`config.mk`:
```
export PLATFORM = sky130hd
export DESIGN_NAME = or_multi_mon
export DESIGN_NICKNAME = d
export VERILOG_FILES = /design/src/rtl/or_multi_mon.sv
export SDC_FILE = /design/constraint.sdc
export NUM_CORES = 1
export LEC_CHECK = 0
export BUFFER_PORTS_ARGS = -buffer_cell sky130_fd_sc_hd__buf_2
export CAP_MARGIN = 0
export CORE_ASPECT_RATIO = 0.5
export CORE_UTILIZATION = 46
export CTS_BUF_LIST = sky130_fd_sc_hd__clkbuf_2 sky130_fd_sc_hd__clkbuf_4 sky130_fd_sc_hd__clkbuf_8
export DETAILED_ROUTE_END_ITERATION = 16
export PLACE_DENSITY = 0.82
export SLEW_MARGIN = 20
export SYNTH_ARGS = -nofsm -noshare
export SYNTH_HDL_FRONTEND = slang
export SYNTH_SLANG_ARGS = --single-unit
```
`constraint.sdc`:
```
create_clock -name clk -period 2.9 [get_ports clk]
set_input_delay 0.435 -clock clk [delete_from_list [all_inputs] [get_ports clk]]
set_output_delay 0.435 -clock clk [all_outputs]
set_load 0.02 [all_outputs]
```
`src/rtl/or_multi_mon.sv`:
```
`default_nettype none
// ----------------------------------------------------------------------------
// or_multi_mon : two-sequence OR hit detector with hit counter and data merge.
// Optional assertions under OR_MULTI_MON_SVA_EN.  Rev 1.0
// ----------------------------------------------------------------------------
module or_multi_mon (
  input  logic        clk,
  input  logic        rst,
  input  logic        clk2,
  input  logic        a,
  input  logic        b,
  input  logic        c,
  input  logic        d,
  input  logic        e,
  input  logic [31:0] data,
  input  logic [31:0] data1,
  input  logic [31:0] data2,
  output logic        w,
  output logic [31:0] x,
  output logic [31:0] y
);

  // clk2 exists only for pin compatibility with the original block.
  logic unused_clk2;
  assign unused_clk2 = clk2;

  logic        a_q1, b_q1, b_q2;
  logic        w_q, w_d;
  logic [31:0] x_q, x_d;
  logic [31:0] y_q, y_d;
  logic        hit_a, hit_b, hit;

  assign hit_a = a_q1 & c;
  assign hit_b = b_q2 & d;
  assign hit   = hit_a | hit_b;

  always_comb begin
    w_d = e & hit;
    x_d = x_q;
    y_d = y_q;
    if (e && hit) begin
      x_d = x_q + 32'd1;
    end
    if (e) begin
      y_d = data | (a ? data1 : 32'd0) | (b ? data2 : 32'd0);
    end
  end

  // History runs independently of e so disabled-period requests still complete.
  always_ff @(posedge clk) begin
    if (rst) begin
      a_q1 <= 1'b0;
      b_q1 <= 1'b0;
      b_q2 <= 1'b0;
      w_q  <= 1'b0;
      x_q  <= 32'd0;
      y_q  <= 32'd0;
    end else begin
      a_q1 <= a;
      b_q1 <= b;
      b_q2 <= b_q1;
      w_q  <= w_d;
      x_q  <= x_d;
      y_q  <= y_d;
    end
  end

  assign w = w_q;
  assign x = x_q;
  assign y = y_q;

`ifdef OR_MULTI_MON_SVA_EN
  a_w_cause: assert property (@(posedge clk) disable iff (rst)
    w |-> $past(e) && ($past(a, 2) && $past(c) || $past(b, 3) && $past(d)));
  c_w_cause: cover property (@(posedge clk) disable iff (rst) w);

  a_x_step: assert property (@(posedge clk) disable iff (rst)
    (x != $past(x)) |-> (x == $past(x) + 32'd1) && w);
  c_x_step: cover property (@(posedge clk) disable iff (rst) x != $past(x));

  a_no_x: assert property (@(posedge clk) disable iff (rst)
    !$isunknown({w, x, y}));
  c_no_x: cover property (@(posedge clk) disable iff (rst) y != 32'd0);
`endif

endmodule
`default_nettype wire

```
==> impl_metrics.yaml <==
setup_path:
  path_common_cell: "or4_1"
  critPathKind: "register to register"
  slowest_delay_ns: 0.79
  cp.arrival_ns: 2.67
  crit_family: "simple AND/OR/NAND/NOR gates"
  path_max_fanout: 15
  critPathSlowestCell: "or4_1"
  end_kind: "register"
  start_kind: "register"
  critPathBufInv: 0
  worstPathRequired_ns: 3.16
  crit_chain: "ha_1, nand4_2, or4_1, or4_1, a21oi_1"
grt:
  grt_pass1_wl_um: 12700
  first_global_vias: 2878
  antenna_found_initial: 0
  grtUsageTotal_pct: 22.2
  grt_max_degree: 67
  grt.overflow.total: 0
cts:
  clk_pin_slew_ns: 0.07
  cts_max_level: 3
  cts-buffers-inserted: 9
  postCtsHoldBufs: 0
  cts_setup_buffers: 0
  cts_buffer_depth: 2
  ctsRootBufferMaster: "clkbuf_8"
  clock-sinks: 68
  cts_tree: "done"
  cts_resized: 0
  insertion_delay_ns: 0.34
sta:
  drv_slew: 0
  period_share_pct: 82.9
  rsz0062_at_grt: "false"
  slew_headroom_pct: 51.5
  hold_viol: 0
  tightest_slew_ns: 0.727
  max_freq_mhz: 416
  fin_crit_ns: 2.40
  finClkSkew_ns: 0.00611
  tns_ns: 0
  setup_viol: 0
floorplan:
  fp.coreArea_um2: 6360
  die_x_um: 119
  start_util_pct: 49.8
  fp.dieArea_um2: 7240
  io_pins: 169
  row_count: 20
  fp.dieH_um: 60.7
placement:
  gp_congestion: 0.751
  dp.final_hpwl_um: 5720
  place_area_um2: 4020
  io_buffers: 167
run:
  max-cap-violations: 0
layout:
  syn_to_final_growth_pct: 33.5
  fin_area_um2: 4230
  fillerInstances: 568
  postLayoutCoreUtil_pct: 66.5
  final_cell_mix: "buf_2, dfxtp_1, nor2_1"
  drive_gt1_share_pct: 37.6
  final_common_cell: "buf_2"
  n_antenna_cell: 0
  fin_nets: 629
route:
  detail-route-antenna-nets: 0
  wirelength_um: 7960
  drcViolationCount: 0
  vias: 3306
  drt-initial-drc-count: 159
  first_pass_iters: 4
  wl_per_cell_um: 12.9
  viasPerCell: 5.36
yosys:
  synth_top_area_share_pct: 43.0
  ys_seq_area_share_pct: 43.0
  synthesis.nets: 476
  synth_cell_types: 34
  syn_avg_cell_area_um2: 8.54
  synth_cells: 371
  ys_seq_elements: 68
  syn_area_um2: 3170
  synthTopCellsByArea: "dfxtp_1, a221oi_1, nand2b_1, nor2_1, nor3_1"
  synth_area_leader_cell: "dfxtp_1"
  ys_warn_count: 0
status:
  outcome: "finished, final reports clean"
pwr:
  powerDensity_nw_per_um2: 480
  peakVddDrop_v: 0.000247
  p_leak_nw: 1.89
worst_hold_path:
  worstHoldPathType: "primary input to register"
-- logic make-up (layout without fill, tap and decap cells) --
kind of cell	count (synthesis)	in the layout	share of synthesized area, %
buffers and inverters	32	190	4.19
xor gates and xnor gates	7	7	1.94
AOI/OAI and AO/OA	65	65	14.9
and+or+nand+nor	189	189	32.5
muxes	9	9	3.16
adders and majority gates	1	1	0.395
DFF	68	68	43.0
-- metrics by stage --
step	setup WS [ns]	total power, mW	hold slack [ns]	cells
after CTS	0.508	2.06	0.404	617
after global routing	0.342	2.12	0.421	617
after detailed placement	0.525	1.28	0.439	601
after global placement	0.623	1.28	0.422	601
after floorplan	0.731	1.16	0.414	371
final	0.495	2.03	0.415	617
-- routing by layer --
metal	vias to the layer above	part of all wire (%)	track usage [%]
li1	1671	-	-
met1	1552	45	25.8
met2	76	50	41.1
met3	7	4.1	5.45
met4	0	0.95	8.75
met5	-	0	0
-- sequential cells by signal, indices dropped and copies added (netlist names) --
signal	cells
a_q1	1
b_q1	1
b_q2	1
w	1
x	32
y	32
-- area by class of cell --
cell class	instances	area, µm²	share of cell area [%]
Clock buffer	16	208	4.91
Inverter	3	11.3	0.266
Multi-Input combinational cell	271	1670	39.6
Sequential cell	68	1360	32.2
Tap cell	88	110	2.60
Timing Repair Buffer	171	866	20.5
-- power by group --
part / internal (mW) / switching (mW) / total [mW]
Clock: 0.448 / 0.325 / 0.772
Sequential: 0.973 / 0.0174 / 0.990
Combinational: 0.119 / 0.151 / 0.270
-- worst paths after layout --
path             start  endpoint  slack (ns)  depth (start not counted)
max reg2reg       x[0]     x[18]        0.50                          5
max               x[0]     x[18]        0.50                          5
min          data2[29]     y[29]        0.42                          3
min reg2reg       b_q1      b_q2        0.44                          1
-- worst reg2reg max path, stage by stage, from the launching register on --
cell and delay (ns):
dfxtp_1 0.39, ha_1 0.22, nand4_2 0.18, or4_1 0.79, or4_1 0.59, a21oi_1 0.15
-- synth_stat cells (all sizes together) --
cell type / instances
nor2b: 11
mux2: 8
mux2i: 1
a22oi: 1
and2: 1
a221oi: 32
dfxtp: 68
clkbuf: 24
nor3: 37
nand3: 7
o21ai: 7
o31ai: 9
and4: 2
or2: 1
inv: 3
a21oi: 16
nor4: 4
xor2: 3
nor4b: 1
nor2: 50
or4: 12
nand2b: 33
xnor2: 4
nand4: 12
ha: 1
nand2: 8
or3: 9
nand3b: 1
buf: 5
Note: power is estimated with default switching activity, not from simulation.
